$ cat src/rtl/pkt_router_mc_pkg.sv
// -----------------------------------------------------------------------------
// pkt_router_mc_pkg
// Shared constants for the multicast packet router.
//   KEY_BITS  : width of the routing key carried inside every packet
//   ev_idx_e  : bit positions of the one-cycle event pulses on rt_cnt_out
// -----------------------------------------------------------------------------
package pkt_router_mc_pkg;

    localparam int KEY_BITS = 32;
    localparam int EV_BITS  = 3;

    typedef enum logic [1:0] {
        EV_MISS      = 2'd0,
        EV_TIMEOUT   = 2'd1,
        EV_DELIVERED = 2'd2
    } ev_idx_e;

endpackage

$ cat src/rtl/pkt_router_lookup.sv
// -----------------------------------------------------------------------------
// pkt_router_lookup
// Combinational ternary match of one key against the routing table followed
// by a lowest-index-wins priority select of the matching entry's bitmap.
// Ports:
//   key_in       : packet key
//   reg_key_in   : entry keys, entry i at [i*KEY_BITS +: KEY_BITS]
//   reg_mask_in  : entry masks, same packing as reg_key_in
//   reg_route_in : entry route bitmaps, entry i at [i*NUM_CHANS +: NUM_CHANS]
//   hit_any      : at least one entry matched
//   route        : bitmap of the lowest-index matching entry (0 if none)
// -----------------------------------------------------------------------------
module pkt_router_lookup
    import pkt_router_mc_pkg::*;
#(
    parameter int NUM_CHANS  = 8,
    parameter int NUM_RTREGS = 16
) (
    input  logic [KEY_BITS-1:0]             key_in,
    input  logic [KEY_BITS*NUM_RTREGS-1:0]  reg_key_in,
    input  logic [KEY_BITS*NUM_RTREGS-1:0]  reg_mask_in,
    input  logic [NUM_CHANS*NUM_RTREGS-1:0] reg_route_in,
    output logic                            hit_any,
    output logic [NUM_CHANS-1:0]            route
);

    logic [NUM_RTREGS-1:0] hit;

    // The entry key is compared unmasked, so an entry whose key has bits set
    // outside its mask can never match.
    always_comb begin
        hit = '0;
        for (int i = 0; i < NUM_RTREGS; i++) begin
            hit[i] = ((key_in & reg_mask_in[i*KEY_BITS +: KEY_BITS])
                      == reg_key_in[i*KEY_BITS +: KEY_BITS]);
        end
    end

    // Priority encoder: the first hit found while walking upward is kept.
    always_comb begin
        hit_any = 1'b0;
        route   = '0;
        for (int i = 0; i < NUM_RTREGS; i++) begin
            if (hit[i] && !hit_any) begin
                hit_any = 1'b1;
                route   = reg_route_in[i*NUM_CHANS +: NUM_CHANS];
            end
        end
    end

endmodule

$ cat src/rtl/pkt_router_mc.sv
// -----------------------------------------------------------------------------
// pkt_router_mc
// Multicast packet router: a registered lookup stage (stage 1) holding the
// accepted packet and its outstanding channel bitmap, followed by one output
// register per channel. A packet leaves stage 1 once every targeted channel
// has taken a copy, or when the blocked-cycle budget runs out.
//
// Optional feature: define PKT_ROUTER_MC_DEFAULT_ROUTE_EN to add
// default_route_in, the bitmap used when the table misses.
//
// Ports:
//   clk              : clock, rising edge
//   reset            : asynchronous reset, active low
//   drop_wait_in     : blocked cycles allowed before drop, all ones = never
//   reg_key_in       : table keys       (32 bits per entry)
//   reg_mask_in      : table masks      (32 bits per entry)
//   reg_route_in     : table bitmaps    (NUM_CHANS bits per entry)
//   default_route_in : miss bitmap (only with PKT_ROUTER_MC_DEFAULT_ROUTE_EN)
//   pkt_in_*         : input packet valid/ready handshake
//   pkt_out_*        : per-channel packet valid/ready handshakes
//   rt_cnt_out       : event pulses [0] miss, [1] timeout drop, [2] delivered
// -----------------------------------------------------------------------------
module pkt_router_mc
    import pkt_router_mc_pkg::*;
#(
    parameter int PKT_BITS   = 72,
    parameter int KEY_LSB    = 8,
    parameter int NUM_CHANS  = 8,
    parameter int NUM_RTREGS = 16
) (
    input  logic                            clk,
    input  logic                            reset,
    input  logic [31:0]                     drop_wait_in,
    input  logic [KEY_BITS*NUM_RTREGS-1:0]  reg_key_in,
    input  logic [KEY_BITS*NUM_RTREGS-1:0]  reg_mask_in,
    input  logic [NUM_CHANS*NUM_RTREGS-1:0] reg_route_in,
`ifdef PKT_ROUTER_MC_DEFAULT_ROUTE_EN
    input  logic [NUM_CHANS-1:0]            default_route_in,
`endif
    input  logic [PKT_BITS-1:0]             pkt_in_data_in,
    input  logic                            pkt_in_vld_in,
    output logic                            pkt_in_rdy_out,
    output logic [PKT_BITS*NUM_CHANS-1:0]   pkt_out_data_out,
    output logic [NUM_CHANS-1:0]            pkt_out_vld_out,
    input  logic [NUM_CHANS-1:0]            pkt_out_rdy_in,
    output logic [EV_BITS-1:0]              rt_cnt_out
);

    function automatic logic [31:0] sat_dec(input logic [31:0] v);
        return (v == 32'd0) ? 32'd0 : v - 32'd1;
    endfunction

    // Stage 1 state
    logic                  s1_vld_q,  s1_vld_d;
    logic                  s1_miss_q, s1_miss_d;
    logic [PKT_BITS-1:0]   s1_data_q, s1_data_d;
    logic [NUM_CHANS-1:0]  pending_q, pending_d;
    logic [31:0]           wait_cnt_q, wait_cnt_d;

    // Output registers
    logic [NUM_CHANS-1:0]                out_vld_q, out_vld_d;
    logic [NUM_CHANS-1:0][PKT_BITS-1:0]  out_data_q, out_data_d;

    logic [EV_BITS-1:0]    rt_cnt_q, rt_cnt_d;

    // Combinational helpers
    logic [KEY_BITS-1:0]   key;
    logic                  lu_hit;
    logic [NUM_CHANS-1:0]  lu_route;
    logic [NUM_CHANS-1:0]  eff_route;
    logic                  eff_miss;
    logic [NUM_CHANS-1:0]  load;
    logic [NUM_CHANS-1:0]  left;
    logic                  all_loaded;
    logic                  never_drop;
    logic                  timeout;
    logic                  s1_done;
    logic                  accept;

    // ---- lookup on the incoming packet ----
    assign key = pkt_in_data_in[KEY_LSB +: KEY_BITS];

    pkt_router_lookup #(
        .NUM_CHANS  (NUM_CHANS),
        .NUM_RTREGS (NUM_RTREGS)
    ) u_lookup (
        .key_in       (key),
        .reg_key_in   (reg_key_in),
        .reg_mask_in  (reg_mask_in),
        .reg_route_in (reg_route_in),
        .hit_any      (lu_hit),
        .route        (lu_route)
    );

    // A hit with an empty bitmap is treated the same as no hit at all.
    always_comb begin
`ifdef PKT_ROUTER_MC_DEFAULT_ROUTE_EN
        eff_route = (lu_hit && (lu_route != '0)) ? lu_route : default_route_in;
`else
        eff_route = lu_hit ? lu_route : '0;
`endif
        eff_miss = (eff_route == '0);
    end

    // ---- stage 1 retire / handshake decisions ----
    always_comb begin
        load       = s1_vld_q ? (pending_q & (~out_vld_q | pkt_out_rdy_in)) : '0;
        left       = pending_q & ~load;
        all_loaded = (left == '0);
        never_drop = &drop_wait_in;
        // Any load this cycle restarts the budget, so a load beats the timeout.
        timeout    = s1_vld_q && (pending_q != '0) && (load == '0)
                     && (wait_cnt_q == 32'd0) && !never_drop;
        s1_done    = s1_vld_q && (all_loaded || timeout);
        pkt_in_rdy_out = !s1_vld_q || s1_done;
        accept     = pkt_in_vld_in && pkt_in_rdy_out;
    end

    always_comb begin
        s1_vld_d  = s1_vld_q;
        s1_miss_d = s1_miss_q;
        s1_data_d = s1_data_q;
        pending_d = timeout ? '0 : left;

        if (accept) begin
            s1_vld_d  = 1'b1;
            s1_miss_d = eff_miss;
            s1_data_d = pkt_in_data_in;
            pending_d = eff_route;
        end else if (s1_done) begin
            s1_vld_d  = 1'b0;
            s1_miss_d = 1'b0;
        end

        // A fresh packet also gets a full budget, even when the previous one
        // retired without loading anything (miss or timeout).
        if (!s1_vld_q || (load != '0) || accept) begin
            wait_cnt_d = drop_wait_in;
        end else begin
            wait_cnt_d = sat_dec(wait_cnt_q);
        end
    end

    // ---- output registers ----
    always_comb begin
        out_vld_d  = out_vld_q;
        out_data_d = out_data_q;
        for (int c = 0; c < NUM_CHANS; c++) begin
            if (load[c]) begin
                out_vld_d[c]  = 1'b1;
                out_data_d[c] = s1_data_q;
            end else if (pkt_out_rdy_in[c]) begin
                out_vld_d[c]  = 1'b0;
            end
        end
    end

    always_comb begin
        rt_cnt_d               = '0;
        rt_cnt_d[EV_MISS]      = s1_vld_q && s1_miss_q;
        rt_cnt_d[EV_TIMEOUT]   = timeout;
        rt_cnt_d[EV_DELIVERED] = s1_vld_q && !s1_miss_q && all_loaded;
    end

    always_ff @(posedge clk or negedge reset) begin
        if (!reset) begin
            s1_vld_q   <= 1'b0;
            s1_miss_q  <= 1'b0;
            s1_data_q  <= '0;
            pending_q  <= '0;
            wait_cnt_q <= 32'd0;
            out_vld_q  <= '0;
            out_data_q <= '0;
            rt_cnt_q   <= '0;
        end else begin
            s1_vld_q   <= s1_vld_d;
            s1_miss_q  <= s1_miss_d;
            s1_data_q  <= s1_data_d;
            pending_q  <= pending_d;
            wait_cnt_q <= wait_cnt_d;
            out_vld_q  <= out_vld_d;
            out_data_q <= out_data_d;
            rt_cnt_q   <= rt_cnt_d;
        end
    end

    assign pkt_out_vld_out  = out_vld_q;
    assign pkt_out_data_out = out_data_q;
    assign rt_cnt_out       = rt_cnt_q;

endmodule

$ cat config.mk
export PLATFORM = sky130hd
export DESIGN_NAME = pkt_router_mc
export DESIGN_NICKNAME = d
export VERILOG_FILES = /design/src/rtl/pkt_router_mc_pkg.sv /design/src/rtl/pkt_router_lookup.sv /design/src/rtl/pkt_router_mc.sv
export SDC_FILE = /design/constraint.sdc
export NUM_CORES = 2
export LEC_CHECK = 0
export ABC_AREA = 1
export CAP_MARGIN = 20
export CELL_PAD_IN_SITES_DETAIL_PLACEMENT = 1
export CELL_PAD_IN_SITES_GLOBAL_PLACEMENT = 1
export CORE_AREA = 2 2 729 731
export CTS_CLUSTER_DIAMETER = 100
export CTS_CLUSTER_SIZE = 28
export DETAILED_ROUTE_END_ITERATION = 7
export DIE_AREA = 0 0 731 733
export GPL_ROUTABILITY_DRIVEN = 0
export HOLD_SLACK_MARGIN = 0.15
export PLACE_DENSITY = 0.3
export SLEW_MARGIN = 15
export SYNTH_ARGS = -nofsm -noshare
export SYNTH_HDL_FRONTEND = slang
export SYNTH_SLANG_ARGS = --single-unit
export TNS_END_PERCENT = 50
$ cat constraint.sdc
create_clock -name clk -period 8.95 [get_ports clk]
set_input_delay 1.79 -clock clk [delete_from_list [all_inputs] [get_ports clk]]
set_output_delay 1.79 -clock clk [all_outputs]
set_load 0.05 [all_outputs]
## Word level (Yosys, flattened, before mapping)

Index checks and enable logic that the tools add are counted.

| cells by class | value |
|---|---|
| add/subtract/negate cells | 1 |
| eq/ne operators | 16 |
| multiplexer cells | 57 |
| bitwise operators | 21 |
| reductions and logical operators | 62 |

Operator list:

| operator | number |
|---|---|
| $and A32 B32 Y32 | 16 |
| $eq A32 B32 Y1 | 16 |
| $mux W8 | 20 |
| $mux W32 | 2 |
| $mux W1 | 35 |
| $logic_not A32 Y1 | 1 |
| $reduce_and A32 Y1 | 1 |
| $sub A32 B1 Y32 const B | 1 |
| $logic_and A1 B1 Y1 | 24 |
| $logic_not A8 Y1 | 3 |
| $logic_not A1 Y1 | 18 |
| $reduce_bool A2 Y1 | 9 |
| $and A8 B8 Y8 | 2 |
| $not A8 Y8 | 2 |
| $reduce_bool A8 Y1 | 2 |
| $or A8 B8 Y8 | 1 |
| $logic_or A1 B1 Y1 | 4 |

| word-level totals | value |
|---|---|
| bits in registers | 701 |
| input bits | 1267 |
| output and inout port bits | 588 |
| word-level logic and storage cells | 179 |

## Logic depth before layout (Yosys ltp)

| logic depth | value |
|---|---|
| depth after elaboration | 51 |
| gate-level depth with buffers | 38 |
| gate-level depth less buffers | 36 |

## By module

From an unflattened synthesis, not the netlist that was laid out.

| unflattened totals | value |
|---|---|
| cell total of the unflattened synthesis | 4992 |
| area total of the unflattened synthesis | 37801.3 um^2 |

By module, submodules not included:

| module | times used | cells an instance | area an instance (um^2) | seq. area each (um^2) |
|---|---|---|---|---|
| pkt_router_mc | 1 | 2756 | 26520.4 | 17541.8 |
| pkt_router_lookup | 1 | 2236 | 11280.8 | 0.0 |

## Worst setup path after synthesis

OpenSTA, ideal clock, no wires.

| timing | value |
|---|---|
| path kind | input to output |
| from | in pkt_out_rdy_in[5] |
| to | out pkt_in_rdy_out |
| arrival | 3.150 ns |
| required time | 7.160 ns |
| setup slack | 4.010 ns |
| stages | 11 |
| path buffers | 0 |
| path through | inv_1 nand2_1 nand3_1 nand3_1 nor3_1 nand2_1 nor2_1 nand2_1 nand2_1 a21oi_1 nand2_1 |

| between the ends | value |
|---|---|
| cells in the longest elaborated chain, start to end | 10 |
| elaborated cells on any way between the ends | 13 |
| those cells by class | mux: 1; bitwise: 4; reduce/logical: 8 |

Ends and longest elaborated chain:

| element | RTL line | source |
|---|---|---|
| start, declared | pkt_router_mc.sv:45 | `input logic [NUM_CHANS-1:0] pkt_out_rdy_in,` |
| $or A8 B8 Y8 (*) | pkt_router_mc.sv:107 | `load = s1_vld_q ? (pending_q & (~out_vld_q \| pkt_out_rdy_in)) : '0;` |
| $and A8 B8 Y8 (*) | pkt_router_mc.sv:107 |  |
| $mux W8 (*) | pkt_router_mc.sv:107 |  |
| $logic_not A8 Y1 | pkt_router_mc.sv:112 | `timeout = s1_vld_q && (pending_q != '0) && (load == '0)` |
| $logic_and A1 B1 Y1 | pkt_router_mc.sv:112 |  |
| $logic_and A1 B1 Y1 (2 in a row) | pkt_router_mc.sv:113 | `&& (wait_cnt_q == 32'd0) && !never_drop;` |
| $logic_or A1 B1 Y1 (*) | pkt_router_mc.sv:114 | `s1_done = s1_vld_q && (all_loaded \|\| timeout);` |
| $logic_and A1 B1 Y1 (*) | pkt_router_mc.sv:114 |  |
| $logic_or A1 B1 Y1 (*) | pkt_router_mc.sv:115 | `pkt_in_rdy_out = !s1_vld_q \|\| s1_done;` |
| end, declared | pkt_router_mc.sv:42 | `output logic pkt_in_rdy_out,` |

Mark *: on every way between the ends. The rest lies on a longest branch, timed or not.

## Final worst setup path

| timing | value |
|---|---|
| from | in pkt_out_rdy_in[3] |
| to | out pkt_in_rdy_out |

The elaborated chain is that of the path after synthesis.

==> reports/qor.csv <==
stage,metric,value,unit
run_status,status,"complete, no violations",
synth,yosys.area.top_type,dfrtp_1,
critical_path,critPathLaunchType,primary input,
layout,fin_util,12.7,%
critical_path,cpMostUsedCell,nand2_1,
power_and_ir_drop,clkPwrFrac,31.1,%
synth,syn_area,37300,um^2
timing,rsz0062_at_grt,false,
place,port_buffers,1854,
global_routing,grt_use_total,15.2,%
run,cap_viol_max_count,0,
clocking,cts_buffers,70,
die,initial_utilization,7.07,%
synth,synth-edff-count,0,
place,dp_cells,13500,
timing,period_share,76.6,%
power_and_ir_drop,p_total,10.7,mW
global_routing,first_global_vias,44500,
layout,mostFrequentLayoutCell,clkdlybuf4s50_1,
clocking,clockBufferDepth,4,
layout,area_growth,79.9,%
layout,fill_cells,62400,
synth,ys_async_sr_fraction,100,%
critical_path,timing.rr.start,s1_vld_q$_DFFE_PN0P_,
power_and_ir_drop,p_int,6.24,mW
hold_path,hold_path.class,reg2reg,
critical_path,reg2reg_depth,12,
clocking,clkSinkCount,701,
place,dp_slack,1.67,ns
clocking,clock-root-buffer,clkbuf_16,
timing,hold_viol,0,
die,die_x,731,um
synth,ys.flop_type,dfrtp_1,
place,dp_hpwl,365000,um
power_and_ir_drop,p_per_area,159,nW/um^2
hold_path,holdPathEnd,pkt_out_data_out[322]$_DFFE_PN0P_,
critical_path,arrival,5.07,ns
synth,synth_nets,6077,
route,firstDrtPassIters,5,
synth,syn_inst,4809,
synth,yosysTopAreaCellShare,47.1,%
layout,drive_gt1_share,5.53,%
critical_path,cpPeakStageDelay,0.88,ns
route,drc,0,
critical_path,endpoint_kind,output port,
hold_path,min_from,pkt_out_data_out[322]$_DFFE_PN0P_,
layout,final_cell_mix,"1822 x clkdlybuf4s50_1, 1765 x nand2_1, 701 x dfrtp_1",
route,drtIter0Drc,2372,
die,row_count,267,
critical_path,critical_path_class,in2out,
clocking,tritoncts,built,
global_routing,grt_pass1_wl,525000,um
route,routed_wl,423000,um
timing,fmax,0.146,GHz
layout,final_nets,7870,
clocking,clk_pin_slew,0.06,ns
synth,synth.avg_cell_area,7.75,um^2
timing,period_needed,6.86,ns
timing,relSlewSlack,18.7,%
synth,yosys_warnings,0,
clocking,cts-resized-gates,0,
die,die_area,536000,um^2
timing,finalMaxSlewViolations,0,
layout,fin_cells,13700,
power_and_ir_drop,p_comb_share,34.4,%
global_routing,antenna_found_initial,317,
power_and_ir_drop,p_leak,26.2,nW
timing,setup_tns,0,ns
route,wl_per_cell,30.8,um
clocking,htree_levels,3,
route,routed_via_density,3.11,
route,via_count,42800,
critical_path,cp_cell_sequence,clkdlybuf4s50_1 > inv_1 > nand2_1 > nand3_4 > nand2_1 > nand4_1 > a2111o_1 > nand2_1 > a21oi_1 > nand2_1 > clkdlybuf4s50_1,
power_and_ir_drop,p_sw_share,41.6,%
timing,skew,0.0663,ns
layout,final_area,67000,um^2
critical_path,crit_slowest_cell,clkdlybuf4s50_1,
power_and_ir_drop,seq_power_share,34.5,%
clocking,cts_setup_buffers,0,
global_routing,grt_max_degree,155,
timing,timing.hold.ws,0.489,ns
hold_path,hold_depth,2,
critical_path,critPathMaxFanout,47,
critical_path,path_delay_family,simple AND/OR/NAND/NOR gates,
synth,ys_types,56,
die,die_h,733,um
timing,worst_pin_slew,1.22,ns
synth,ys_ff_latch,701,
power_and_ir_drop,peakVddDrop,0.000127,V
critical_path,ff2ff_setup_slack,4.01,ns
route,ant_nets,0,
synth,netlist_top_cells_area,"dfrtp_1 47%, nand2_1 18%, o21ai_0 9.3%, xnor2_1 5.3%, xor2_1 3.7%",
place,dpl_cell_area,64400,um^2
timing,setup_viol,0,
critical_path,critPathBufInv,3,
synth,seq_area_frac_synth,47.1,%
global_routing,gr-total-overflow,0,
critical_path,critical_path_required,7.16,ns
timing,setup_ws,2.09,ns
clocking,cts_hold_buffers,0,
die,core_area,527000,um^2
critical_path,reg2reg_to,s1_data_q[36]$_DFFE_PN0P_,
clocking,clk_latency,0.80,ns
critical_path,path_depth,11,
die,io_pins,1855,
power_and_ir_drop,power_switching,4.45,mW
-- cells in the mapped netlist (all sizes together) (9+ instances only) --
cell type / n
xnor2: 224
nor3: 32
dfrtp: 701
xor2: 159
o21ai: 695
nor2: 238
nand2: 1773
a21oi: 43
clkbuf: 133
o31ai: 13
buf: 91
nand4: 76
nand3: 168
nor4: 37
or2: 74
nand3b: 31
nor3b: 9
inv: 268
-- power by group through the flow --
stage,clock [mW],sequential (mW),combinational (mW)
floorplan,0,4.19,0.977
global placement,0,3.75,3.83
detailed placement,0,3.76,3.85
CTS,3.55,3.69,3.86
global route,3.64,3.73,4.00
finish,3.33,3.69,3.68
-- per-layer routing --
layer / wire length [um] / global-route usage, % / share of wire [%]
met3: 29100 / 4.35 / 6.9
met2: 221000 / 28.7 / 52
met4: 16400 / 4.51 / 3.9
met1: 156000 / 16.3 / 37
met5: 822 / 0 / 0.19
-- cell families (layout without fill, tap and decap cells) --
kind of cell / Yosys count / in the layout / synth area share (%)
compound gates: 770 / 770 / 10.6
xor+xnor: 383 / 383 / 9.00
fa+ha+maj: 1 / 1 / 0.0336
buf+inv: 496 / 2337 / 5.57
flops: 701 / 701 / 47.1
mux: 4 / 4 / 0.121
other cells: 0 / 101 / 0
simple gates: 2454 / 2454 / 27.6
-- sequential cells by signal, indices dropped and copies added, names as in the netlist --
signal and flops:
wait_cnt_q 32, pkt_out_vld_out 8, pkt_out_data_out 576, s1_miss_q 1
s1_vld_q 1, pending_q 8, s1_data_q 72, rt_cnt_out 3
-- worst max path at each step --
stage | start | endpoint | slack [ns]
after floorplan | pkt_out_rdy_in[5] | pkt_in_rdy_out | 4.01
after global placement | pkt_in_data_in[10] | s1_miss_q$_DFFE_PN0P_ | -0.44
after detailed placement | pkt_in_data_in[24] | s1_miss_q$_DFFE_PN0P_ | 1.67
after CTS | pkt_out_rdy_in[3] | pkt_in_rdy_out | 1.96
after global routing | pkt_out_rdy_in[3] | pkt_in_rdy_out | 1.85
final | pkt_out_rdy_in[3] | pkt_in_rdy_out | 2.09
-- worst reg2reg max path, delay by kind of cell, from the launching register on --
| family | cells | cell delay, ns |
|---|---|---|
| AND/OR/NAND/NOR | 7 | 2.42 |
| buffers and inverters | 2 | 1.06 |
| flip-flops | 1 | 0.75 |
| AO/OA/AOI/OAI | 3 | 0.64 |
-- cell type report --
cell class                      instances  area [um^2]  area share (%)
Inverter                              272         1030            1.53
Antenna cell                          101          253           0.377
Tap cell                             6994         8750            13.1
Sequential cell                       701        17500            26.2
Clock inverter                         46          558           0.832
Clock buffer                           74         1790            2.67
Timing Repair Buffer                 1945        19300            28.8
Multi-Input combinational cell       3612        17800            26.6
Note: power is estimated with default switching activity, not from simulation.
